===== src/rtl/chimera_clu_iso_seq.sv =====
// Cluster power sequencer: isolate, gate clock, assert reset on power-down, and reverse on power-up.
// Optional isolate-handshake timeout: define CHIMERA_ISO_TIMEOUT_EN.
module chimera_clu_iso_seq #(
  parameter bit          BootOn        = 1'b1,
  parameter int unsigned TimeoutCycles = 1024,
  parameter int unsigned RstCycles     = 16,
  parameter int unsigned SettleCycles  = 4
) (
  input  logic       clk_i,
  input  logic       rst_ni,
  input  logic       req_off_i,
  input  logic       req_on_i,
  input  logic       isolated_i,
  output logic       isolate_o,
  output logic       clu_clk_en_o,
  output logic       clu_rst_no,
  output logic       busy_o,
  output logic       timeout_o,
  output logic [2:0] state_o
);

  localparam int unsigned CntW = 16;

  typedef enum logic [2:0] {
    ACTIVE     = 3'd0,
    ISO_WAIT   = 3'd1,
    SETTLE_OFF = 3'd2,
    OFF        = 3'd3,
    CLK_ON     = 3'd4,
    RST        = 3'd5,
    DEISO_WAIT = 3'd6,
    FAIL       = 3'd7
  } state_e;

  localparam state_e ResetState = BootOn ? ACTIVE : OFF;

  state_e          state_q, state_d;
  logic [CntW-1:0] cnt_q, cnt_d;
  logic            timeout_q, timeout_d;
  logic            isolate_q, clk_en_q, rst_n_q, busy_q;
  logic [3:0]      outs_d;

  // Counter value loaded on entry: dwell-1 so the state lasts exactly the dwell.
  function automatic logic [CntW-1:0] entry_load(input state_e s);
    unique case (s)
      ISO_WAIT, DEISO_WAIT: entry_load = CntW'(TimeoutCycles - 1);
      SETTLE_OFF, CLK_ON:   entry_load = CntW'(SettleCycles - 1);
      RST:                  entry_load = CntW'(RstCycles - 1);
      default:              entry_load = '0;
    endcase
  endfunction

  // Moore decode: {isolate, clk_en, rst_n, busy}.
  function automatic logic [3:0] state_outs(input state_e s);
    unique case (s)
      ACTIVE:     state_outs = 4'b0110;
      ISO_WAIT:   state_outs = 4'b1111;
      SETTLE_OFF: state_outs = 4'b1011;
      OFF:        state_outs = 4'b1000;
      CLK_ON:     state_outs = 4'b1101;
      RST:        state_outs = 4'b1101;
      DEISO_WAIT: state_outs = 4'b0111;
      default:    state_outs = 4'b1110;
    endcase
  endfunction

  always_comb begin
    state_d   = state_q;
    timeout_d = timeout_q;
    cnt_d     = (cnt_q == '0) ? '0 : cnt_q - CntW'(1);
    unique case (state_q)
      ACTIVE:     if (req_off_i && !req_on_i) state_d = ISO_WAIT;
      ISO_WAIT: begin
        if (isolated_i) state_d = SETTLE_OFF;
`ifdef CHIMERA_ISO_TIMEOUT_EN
        else if (cnt_q == '0) begin
          state_d   = FAIL;
          timeout_d = 1'b1;
        end
`endif
      end
      SETTLE_OFF: if (cnt_q == '0) state_d = OFF;
      OFF:        if (req_on_i && !req_off_i) state_d = CLK_ON;
      CLK_ON:     if (cnt_q == '0) state_d = RST;
      RST:        if (cnt_q == '0) state_d = DEISO_WAIT;
      DEISO_WAIT: begin
        if (!isolated_i) state_d = ACTIVE;
`ifdef CHIMERA_ISO_TIMEOUT_EN
        else if (cnt_q == '0) begin
          state_d   = FAIL;
          timeout_d = 1'b1;
        end
`endif
      end
      FAIL:       if (req_on_i && !req_off_i) state_d = DEISO_WAIT;
      default:    state_d = ResetState;
    endcase
    if (state_d != state_q) cnt_d = entry_load(state_d);
    outs_d = state_outs(state_d);
  end

  always_ff @(posedge clk_i) begin
    if (!rst_ni) begin
      state_q                                   <= ResetState;
      cnt_q                                     <= '0;
      timeout_q                                 <= 1'b0;
      {isolate_q, clk_en_q, rst_n_q, busy_q}    <= state_outs(ResetState);
    end else begin
      state_q                                   <= state_d;
      cnt_q                                     <= cnt_d;
      timeout_q                                 <= timeout_d;
      {isolate_q, clk_en_q, rst_n_q, busy_q}    <= outs_d;
    end
  end

  assign isolate_o    = isolate_q;
  assign clu_clk_en_o = clk_en_q;
  assign clu_rst_no   = rst_n_q;
  assign busy_o       = busy_q;
  assign state_o      = state_q;
`ifdef CHIMERA_ISO_TIMEOUT_EN
  assign timeout_o    = timeout_q;
`else
  assign timeout_o    = 1'b0;
`endif

endmodule

===== config.mk =====
export PLATFORM = sky130hd
export DESIGN_NAME = chimera_clu_iso_seq
export DESIGN_NICKNAME = d
export VERILOG_FILES = /design/src/rtl/chimera_clu_iso_seq.sv
export SDC_FILE = /design/constraint.sdc
export NUM_CORES = 1
export LEC_CHECK = 0
export CORE_MARGIN = 1
export CORE_UTILIZATION = 60
export DETAILED_ROUTE_END_ITERATION = 8
export DONT_BUFFER_PORTS = 1
export PLACE_DENSITY_LB_ADDON = 0.15
export SETUP_SLACK_MARGIN = 0.05
export SLEW_MARGIN = 5
export SYNTH_ARGS = -nofsm -noshare
export SYNTH_HDL_FRONTEND = slang
export SYNTH_SLANG_ARGS = --single-unit

===== constraint.sdc =====
create_clock -name clk_i -period 3.07 [get_ports clk_i]
set_input_delay 0.1535 -clock clk_i [delete_from_list [all_inputs] [get_ports clk_i]]
set_output_delay 0.1535 -clock clk_i [all_outputs]
set_load 0.01 [all_outputs]

==> flow_metrics.env, run 1 <==
export IMPL_status="finished, final reports clean"
export IMPL_critPathLaunchType="register"
export IMPL_die_y_um=49.50
export IMPL_antenna_found_initial=0
export IMPL_critical_path_max_fanout=6
export IMPL_gp_congestion=0.9076
export IMPL_worstSetupEndpointType="register"
export IMPL_power_density_nw_per_um2=939.1
export IMPL_core_um2=2042
export IMPL_fmaxAchievable_mhz=364.4
export IMPL_critical_path_class="reg2reg"
export IMPL_period_needed_ns=2.744
export IMPL_finalWirelength_um=2697
export IMPL_fin_setup_tns_ns=0
export IMPL_tightest_slew_ns=0.6989
export IMPL_synthFlopType="dfxtp_1"
export IMPL_leakage_nw=0.5311
export IMPL_wl_per_cell_um=15.07
export IMPL_clkSinkCount=23
export IMPL_area_delta_synth_final_pct=5.268
export IMPL_h_tree_depth=1
export IMPL_num_rows=16
export IMPL_required_ns=3.34
export IMPL_syn_num_nets=160
export IMPL_place_ws_ns=0.1877
export IMPL_grtUsageMet3=0.06481
export IMPL_placed_cell_area_um2=1371
export IMPL_syn_inst=150
export IMPL_design_area_um2=1425
export IMPL_root_buffer="clkbuf_4"
export IMPL_cts_made_buffers=3
export IMPL_grt_start_max_net_pins=17
export IMPL_io_pins=13
export IMPL_die_area_um2=2450
export IMPL_maxCapViolCount=0
export IMPL_critPathArrivalTime_ns=3.01
export IMPL_grt_pass1_wl_um=4747
export IMPL_max_clock_path_buffers=2
export IMPL_cts_tree="built"
export IMPL_ys_seq_elements=23
export IMPL_fin_nets=163
export IMPL_overflow=0
export IMPL_async_reset_ff_frac=0
export IMPL_syn_avg_cell_area_um2=9.025
export IMPL_grt_use_met2=0.4247
export IMPL_grtUsageMet1=0.3142
export IMPL_drive_above_1_share=0.1316
export IMPL_antenna_cells=0
export IMPL_path_clk_slew_ns=0.13
export IMPL_min_path_type="in2reg"
export IMPL_drt_first_pass_iters=4
export IMPL_rsz0062_at_grt="false"
export IMPL_io_buffers=0
export IMPL_initial_core_util=0.6630
export IMPL_synth_edf_count=0
export IMPL_max_slew_margin=0.5330
export IMPL_grt_util_all_layers=0.2520
export IMPL_drc=0
export IMPL_hold_viol_final=0
export IMPL_netlist_area_um2=1354
export IMPL_yosysWarnings=0
export IMPL_synth_seq_area_share=0.3401
export IMPL_fin_skew_ns=0.005574
export IMPL_vdd_ir_drop_max_mv=0.6773
export IMPL_avgViaCountPerCell=6.006
export IMPL_setup_viol=0
export IMPL_vias=1075
export IMPL_finalMaxSlewViolations=0
export IMPL_period_share=0.8938
export IMPL_ys_types=49
export IMPL_busiest_layer="met2"
export IMPL_first_iter_violations=29
export IMPL_grt_pass1_vias=1052
export IMPL_clk_insertion_delay_late_ns=0.31
export IMPL_setup_slack_ns=0.3259
export IMPL_hpwl_um=1959
export IMPL_final_core_util=0.6979
export IMPL_hold_ws_ns=0.1661
export IMPL_die_w_um=49.50
export IMPL_antenna_left=0
-- path summary, 6_finish.rpt --
| path | from | endpoint | slack, ns | cells after the start |
|---|---|---|---|---|
| worst min-delay path | isolated_i | clu_rst_no | 0.17 | 3 |
| worst max register to register | cnt_q[0] | isolate_o | 0.33 | 12 |
| worst min register to register | cnt_q[0] | cnt_q[0] | 0.55 | 1 |
| worst max-delay path | cnt_q[0] | isolate_o | 0.33 | 12 |
-- logic make-up (layout without fill, tap and decap cells) --
| family | count (synthesis) | count (layout) | synth area share |
|---|---|---|---|
| xor+xnor | 13 | 13 | 0.08410 |
| mux | 1 | 1 | 0.007394 |
| simple gates | 65 | 65 | 0.2930 |
| fa+ha+maj | 5 | 5 | 0.04621 |
| compound gates | 30 | 30 | 0.1867 |
| buf+inv | 12 | 14 | 0.03974 |
| flops | 23 | 23 | 0.3401 |
| other cells | 1 | 1 | 0.002770 |
-- routing by layer --
| layer | up-vias | routed length [µm] |
|---|---|---|
| li1 | 540 | - |
| met1 | 504 | 1197 |
| met2 | 25 | 1355 |
| met3 | 6 | 116 |
| met4 | 0 | 27 |
| met5 | - | 0 |
-- stage by stage --
stage	power [mW]	instances
4_1_cts	1.318	178
3_3_place_gp	1.154	173
3_5_place_dp	1.172	173
6_report	1.338	179
2_1_floorplan	1.065	150
5_1_grt	1.453	179
-- power by group --
group          total (mW)  internal (mW)  switching, mW
Sequential          0.518          0.397          0.121
Clock               0.142         0.0487         0.0929
Combinational       0.678          0.325          0.354
-- cell usage after synthesis (2+ instances only) --
library cell   n  area, µm²
dfxtp_1       23      460.4
buf_2          4      20.02
ha_1           5      62.56
nor4_1         2      12.51
nand2b_1       2      12.51
nor2_1        14      52.55
nand3b_1       4      30.03
or2_2          2      12.51
nand2_1       14      52.55
o32ai_1        2      17.52
nor2b_1        3      18.77
o22ai_1        8      50.05
inv_1          5      18.77
xor2_1         8      70.07
o21ai_0        2      10.01
nand4b_1       2      17.52
o21a_1         2      15.01
and2_1         3      18.77
nor3b_1        3      22.52
a21oi_1        2      10.01
nand3_1        3      15.01
a31oi_1        2      12.51
nor3_1         5      25.02
xnor2_1        5      43.79
-- layout by cell type (no fill, tap or decap), drive strengths merged, types with 2 or more instances in the layout --
cell type / netlist / routed
a21oi: 3 / 3
a31oi: 2 / 2
and2: 3 / 3
buf: 5 / 3
clkbuf: 1 / 3
dfxtp: 23 / 23
ha: 5 / 5
inv: 6 / 6
nand2: 14 / 14
nand2b: 2 / 2
nand3: 3 / 3
nand3b: 4 / 4
nand4b: 3 / 3
nor2: 14 / 14
nor2b: 3 / 3
nor3: 5 / 5
nor3b: 3 / 3
nor4: 4 / 4
o21a: 2 / 2
o21ai: 3 / 3
o22ai: 8 / 8
o32ai: 2 / 2
or2: 2 / 2
or3: 2 / 2
xnor2: 5 / 5
xor2: 8 / 8
-- state kept, by name, summed over array words and instances (netlist names) --
| register | cells |
|---|---|
| cnt_q | 16 |
| clu_rst_no | 1 |
| state_o | 3 |
| busy_o | 1 |
| clu_clk_en_o | 1 |
| isolate_o | 1 |
-- critical path, cell delays in order, from the launching register on --
cell	delay [ns]
dfxtp_1	0.38
inv_1	0.07
ha_1	0.23
nor4b_4	0.27
nand4b_4	0.20
a211oi_4	0.34
inv_2	0.10
ha_1	0.18
or3_1	0.41
a31oi_1	0.15
o21ai_0	0.14
nand2_1	0.09
o211a_1	0.12
-- layout make-up --
type / instances / area, µm²
Inverter: 6 / 22.52
Clock buffer: 3 / 22.52
Timing Repair Buffer: 4 / 32.53
Clock inverter: 1 / 5.005
Fill cell: 172 / 616.8
Sequential cell: 23 / 460.4
Tap cell: 27 / 33.78
Multi-Input combinational cell: 115 / 848.3
-- timing repair --
item	4_1_cts	5_1_grt
hold endpoints to repair	8	0
resized for setup	0	1
endpoints found under the setup margin	0	2
setup buffers	0	1
hold buffers	1	0
(Power assumes the default switching activity.)
==> run 2, diff against run 1 <==
--- a/config.mk
+++ b/config.mk
@@ -10,6 +10,7 @@
 export DETAILED_ROUTE_END_ITERATION = 8
 export DONT_BUFFER_PORTS = 1
 export PLACE_DENSITY_LB_ADDON = 0.15
+export RECOVER_POWER = 25
 export SETUP_SLACK_MARGIN = 0.05
 export SLEW_MARGIN = 5
 export SYNTH_ARGS = -nofsm -noshare
==> flow_metrics.env, run 2 (same netlist as run 1, synthesis figures left out) <==
export IMPL_status="finished, final reports clean"
export IMPL_stdcell_count=179
export IMPL_initial_core_util=0.6630
export IMPL_drc=0
export IMPL_path_clk_slew_ns=0.13
export IMPL_period_share=0.8940
export IMPL_critPathLaunchType="register"
export IMPL_power_frac_comb=0.507
export IMPL_worstSetupEndpointType="register"
export IMPL_tightest_slew_ns=0.7005
export IMPL_final_common_cell="dfxtp_1"
export IMPL_largest_reg_flops=16
export IMPL_fmaxAchievable_mhz=364.3
export IMPL_pwr_share_seq=0.388
export IMPL_fin_skew_ns=0.005579
export IMPL_r2r_start="cnt_q[0]"
export IMPL_fin_setup_tns_ns=0
export IMPL_die_area_um2=2450
export IMPL_first_iter_violations=29
export IMPL_internal_power_mw=0.7690
export IMPL_drive_above_1_share=0.1250
export IMPL_fin_nets=163
export IMPL_design_area_um2=1421
export IMPL_critPathArrivalTime_ns=3.01
export IMPL_hpwl_um=1959
export IMPL_h_tree_depth=1
export IMPL_die_w_um=49.50
export IMPL_grt_util_all_layers=0.2520
export IMPL_grt_pass1_wl_um=4747
export IMPL_switching_share=0.4249
export IMPL_placedCellCount=173
export IMPL_critical_path_class="reg2reg"
export IMPL_period_needed_ns=2.745
export IMPL_vdd_ir_drop_max_mv=0.6771
export IMPL_placed_cell_area_um2=1371
export IMPL_drt_first_pass_iters=4
export IMPL_required_ns=3.34
export IMPL_grt_start_max_net_pins=17
export IMPL_power_mw=1.337
export IMPL_die_y_um=49.50
export IMPL_critical_path_startpoint="cnt_q[0]"
export IMPL_critical_path_max_fanout=6
export IMPL_hold_viol_final=0
export IMPL_leakage_nw=0.5270
export IMPL_crit_end="isolate_o"
export IMPL_clk_insertion_delay_late_ns=0.31
export IMPL_vias=1073
export IMPL_gp_congestion=0.9076
export IMPL_cts_tree="built"
export IMPL_finalMaxSlewViolations=0
export IMPL_max_clock_path_buffers=2
export IMPL_io_buffers=0
export IMPL_cts_made_buffers=3
export IMPL_root_buffer="clkbuf_4"
export IMPL_grt_pass1_vias=1052
export IMPL_setup_viol=0
export IMPL_avgViaCountPerCell=5.994
export IMPL_switching_power_mw=0.5682
export IMPL_fill_cells=172
export IMPL_p_clk_frac=0.106
export IMPL_overflow=0
export IMPL_io_pins=13
export IMPL_maxCapViolCount=0
export IMPL_max_slew_margin=0.5320
export IMPL_wl_per_cell_um=15.15
export IMPL_timing_rr_end="isolate_o"
export IMPL_power_density_nw_per_um2=940.8
export IMPL_antenna_cells=0
export IMPL_min_path_type="in2reg"
export IMPL_antenna_left=0
export IMPL_rsz0062_at_grt="false"
export IMPL_clkSinkCount=23
export IMPL_core_um2=2042
export IMPL_antenna_found_initial=0
export IMPL_area_delta_synth_final_pct=4.991
export IMPL_finalWirelength_um=2711
export IMPL_layout_common_cells="23 x dfxtp_1, 14 x nor2_1, 14 x nand2_1"
export IMPL_top_register="cnt_q"
export IMPL_rr_worst_depth=12
export IMPL_num_rows=16
export IMPL_r2r_slack_ns=0.33
## run 2: cell types whose count changed in the layout (fill, tap and decap cells not counted)
| cell | change |
|---|---|
| clkbuf_1 | +1 |
| buf_4 | -1 |
## run 2: worst max-delay path: stages (launching register included)
cell and delay (ns):
dfxtp_1 0.38, inv_1 0.07, ha_1 0.23, nor4b_4 0.27, nand4b_4 0.20, a211oi_4 0.34, inv_2 0.10, ha_1 0.18
or3_1 0.41, a31oi_1 0.15, o21ai_0 0.14, nand2_1 0.09, o211a_1 0.12
## run 2: layout make-up
class                   instances  area, µm²  share of cell area
flip-flops and latches         23      460.4              0.3239
multi-input cells             115      848.3              0.5968
clock inverters                 1      5.005            0.003521
repair buffers                  4      28.78             0.02025
inverters                       6      22.52             0.01585
well taps                      27      33.78             0.02377
clock buffers                   3      22.52             0.01585
## run 2: power groups by stage
stage / registers, mW / logic [mW] / clock network [mW]
finish: 0.518 / 0.677 / 0.142
global route: 0.532 / 0.766 / 0.155
CTS: 0.508 / 0.664 / 0.146
detailed placement: 0.513 / 0.659 / 0
global placement: 0.509 / 0.645 / 0
floorplan: 0.492 / 0.573 / 0
## run 2: through the flow
| stage | util | setup slack [ns] | hold slack (ns) |
|---|---|---|---|
| floorplan | - | 0.4611 | 0.4257 |
| global placement | 0.6716 | 0.3020 | 0.2288 |
| detailed placement | 0.6716 | 0.1877 | 0.2276 |
| CTS | 0.6900 | 0.1466 | 0.1565 |
| global route | 0.6961 | 0.05468 | 0.2231 |
| finish | 0.6961 | 0.3253 | 0.1674 |
## run 2: worst min-delay path by stage
stage | from | end | slack (ns) | depth (start not counted)
after floorplan | isolated_i | clu_rst_no | 0.43 | 3
after global placement | rst_ni | clu_clk_en_o | 0.23 | 1
after detailed placement | rst_ni | clu_clk_en_o | 0.23 | 1
after CTS | isolated_i | clu_rst_no | 0.16 | 3
after global routing | isolated_i | clu_rst_no | 0.22 | 3
final | isolated_i | clu_rst_no | 0.17 | 3
## run 2: layer usage
| metal | routed length, µm | track usage | vias to the layer above |
|---|---|---|---|
| li1 | - | - | 543 |
| met1 | 1220 | 0.3142 | 503 |
| met2 | 1358 | 0.4247 | 21 |
| met3 | 104 | 0.06481 | 6 |
| met4 | 27 | 0.07619 | 0 |
| met5 | 0 | 0 | - |
## run 2: what timing repair did
item                                    4_1_cts  5_1_grt
hold buffers                                  1        0
endpoints found under the setup margin        0        2
endpoints found under the hold margin         8        0
setup buffers                                 0        1
resized for setup                             0        1
==> run 3, diff against run 2 <==
--- a/config.mk
+++ b/config.mk
@@ -6,7 +6,7 @@
 export NUM_CORES = 1
 export LEC_CHECK = 0
 export CORE_MARGIN = 1
-export CORE_UTILIZATION = 60
+export CORE_UTILIZATION = 55
 export DETAILED_ROUTE_END_ITERATION = 8
 export DONT_BUFFER_PORTS = 1
 export PLACE_DENSITY_LB_ADDON = 0.15
==> constraint.sdc (replaced) <==
create_clock -name clk_i -period 2.4 [get_ports clk_i]
set_input_delay 0.12 -clock clk_i [delete_from_list [all_inputs] [get_ports clk_i]]
set_output_delay 0.12 -clock clk_i [all_outputs]
set_load 0.01 [all_outputs]
==> flow_metrics.env, run 3 (same netlist as run 1, synthesis figures left out) <==
export IMPL_status="finished, violations left"
export IMPL_violations="hold timing, setup timing"
export IMPL_hpwl_um=2227
export IMPL_final_core_util=0.7587
export IMPL_rr_worst_depth=12
export IMPL_rsz0062_at_grt="true"
export IMPL_critical_path_class="reg2reg"
export IMPL_tightest_slew_ns=0.7245
export IMPL_min_path_type="in2reg"
export IMPL_r2r_start="cnt_q[1]"
export IMPL_fin_skew_ns=0.001093
export IMPL_h_tree_depth=1
export IMPL_placed_cell_area_um2=1521
export IMPL_grt_util_all_layers=0.2827
export IMPL_root_buffer="clkbuf_4"
export IMPL_core_um2=2276
export IMPL_required_ns=2.66
export IMPL_worstSetupEndpointType="register"
export IMPL_io_buffers=0
export IMPL_min_path_cells=1
export IMPL_area_delta_synth_final_pct=27.54
export IMPL_die_w_um=51.62
export IMPL_placedCellCount=188
export IMPL_grt_pass1_vias=1235
export IMPL_drt_first_pass_iters=4
export IMPL_hold_buffers=3
export IMPL_largest_reg_flops=16
export IMPL_die_area_um2=2664
export IMPL_gp_congestion=0.9416
export IMPL_power_density_nw_per_um2=1179
export IMPL_setup_slack_ns=-0.004697
export IMPL_holdPathEnd="clu_rst_no"
export IMPL_clkSinkCount=23
export IMPL_critPathLaunchType="register"
export IMPL_grt_start_max_net_pins=13
export IMPL_fill_cells=146
export IMPL_num_rows=17
export IMPL_period_share=1.002
export IMPL_vias=1271
export IMPL_initial_core_util=0.5948
export IMPL_hold_viol_final=5
export IMPL_finalMaxSlewViolations=0
export IMPL_final_common_cell="buf_4"
export IMPL_leakage_nw=0.6855
export IMPL_max_slew_margin=0.5125
export IMPL_layout_common_cells="32 x buf_4, 17 x dfxtp_1, 14 x nor2_1, 14 x nand2_1"
export IMPL_fmaxAchievable_mhz=415.9
export IMPL_antenna_left=0
export IMPL_cts_tree="built"
export IMPL_antenna_found_initial=0
export IMPL_timing_rr_end="isolate_o"
export IMPL_drive_above_1_share=0.3443
export IMPL_avgViaCountPerCell=6.024
export IMPL_stdcell_count=211
export IMPL_antenna_cells=0
export IMPL_overflow=0
export IMPL_first_iter_violations=47
export IMPL_finalWirelength_um=3493
export IMPL_grt_pass1_wl_um=5561
export IMPL_drc=0
export IMPL_vdd_ir_drop_max_mv=1.037
export IMPL_hold_ws_ns=-0.1184
export IMPL_top_register="cnt_q"
export IMPL_fin_nets=194
export IMPL_cts_made_buffers=3
export IMPL_wl_per_cell_um=16.55
export IMPL_maxCapViolCount=0
export IMPL_setup_viol=1
export IMPL_io_pins=13
export IMPL_power_mw=2.036
export IMPL_critPathArrivalTime_ns=2.66
export IMPL_period_needed_ns=2.405
export IMPL_min_delay_start="rst_ni"
export IMPL_path_clk_slew_ns=0.12
export IMPL_clk_insertion_delay_late_ns=0.30
export IMPL_max_clock_path_buffers=2
export IMPL_design_area_um2=1727
export IMPL_r2r_slack_ns=-0.005
export IMPL_critical_path_max_fanout=4
export IMPL_die_y_um=51.62
run 3: cell count changes in the layout (fill, tap and decap cells not counted), moves of 2 or more:
cell,before,now
buf_4,2,32
dfxtp_1,23,17
dfxtp_2,0,6
ha_1,5,2
ha_4,0,3
dlygate4sd3_1,1,3
inv_1,5,3
inv_2,1,3
run 3: per-layer routing:
layer / GRT usage / vias to the layer above / share of wire
li1: - / 605 / -
met1: 0.3859 / 603 / 0.43
met2: 0.4567 / 59 / 0.50
met3: 0.02924 / 4 / 0.068
met4: 0.1081 / 0 / 0.0066
met5: 0 / - / 0
run 3: worst max path at each step:
stage,to,slack [ns],startpoint
5_1_grt,isolate_o,-0.12,cnt_q[1]
2_1_floorplan,busy_o,-0.02,cnt_q[1]
4_1_cts,isolate_o,0.03,cnt_q[1]
3_3_place_gp,busy_o,0.07,cnt_q[4]
6_report,isolate_o,-0.005,cnt_q[1]
3_5_place_dp,busy_o,-0.008,cnt_q[4]
run 3: area by class of cell:
cell class	instances	area [µm²]	share of cell area
clock buffers	4	26.28	0.01522
inverters	6	22.52	0.01304
multi-input cells	115	904.6	0.5239
flip-flops and latches	23	467.9	0.2710
well taps	28	35.03	0.02029
repair buffers	35	270.3	0.1565
run 3: timing repair:
item,CTS,global route
pin swaps,4,7
gates cloned,0,0
hold endpoints to repair,8,6
gates resized for setup,3,5
buffers inserted,13,3
endpoints found under the setup margin,2,5
run 3: worst max-delay path, cell delays in order, from the launching register on:
cell      delay, ns
dfxtp_2        0.35
inv_2          0.07
ha_4           0.13
nor4b_4        0.24
nand4b_4       0.15
a211oi_4       0.26
inv_2          0.12
ha_4           0.17
or3_4          0.38
a31oi_1        0.15
o21ai_1        0.11
nand2_1        0.08
o211a_1        0.14
run 3: where the power goes:
| part | internal (mW) | switching [mW] | total (mW) |
|---|---|---|---|
| clock | 0.0648 | 0.112 | 0.177 |
| combinational | 0.620 | 0.586 | 1.21 |
| sequential | 0.515 | 0.138 | 0.652 |
| total | 1.20 | 0.836 | 2.04 |
run 3: metrics by stage:
stage | setup WS (ns) | setup TNS (ns)
global route | -0.1177 | -0.2085
CTS | 0.02992 | 0
detailed placement | -0.008389 | -0.01529
floorplan | -0.01547 | -0.02669
global placement | 0.06966 | 0
finish | -0.004697 | -0.004697
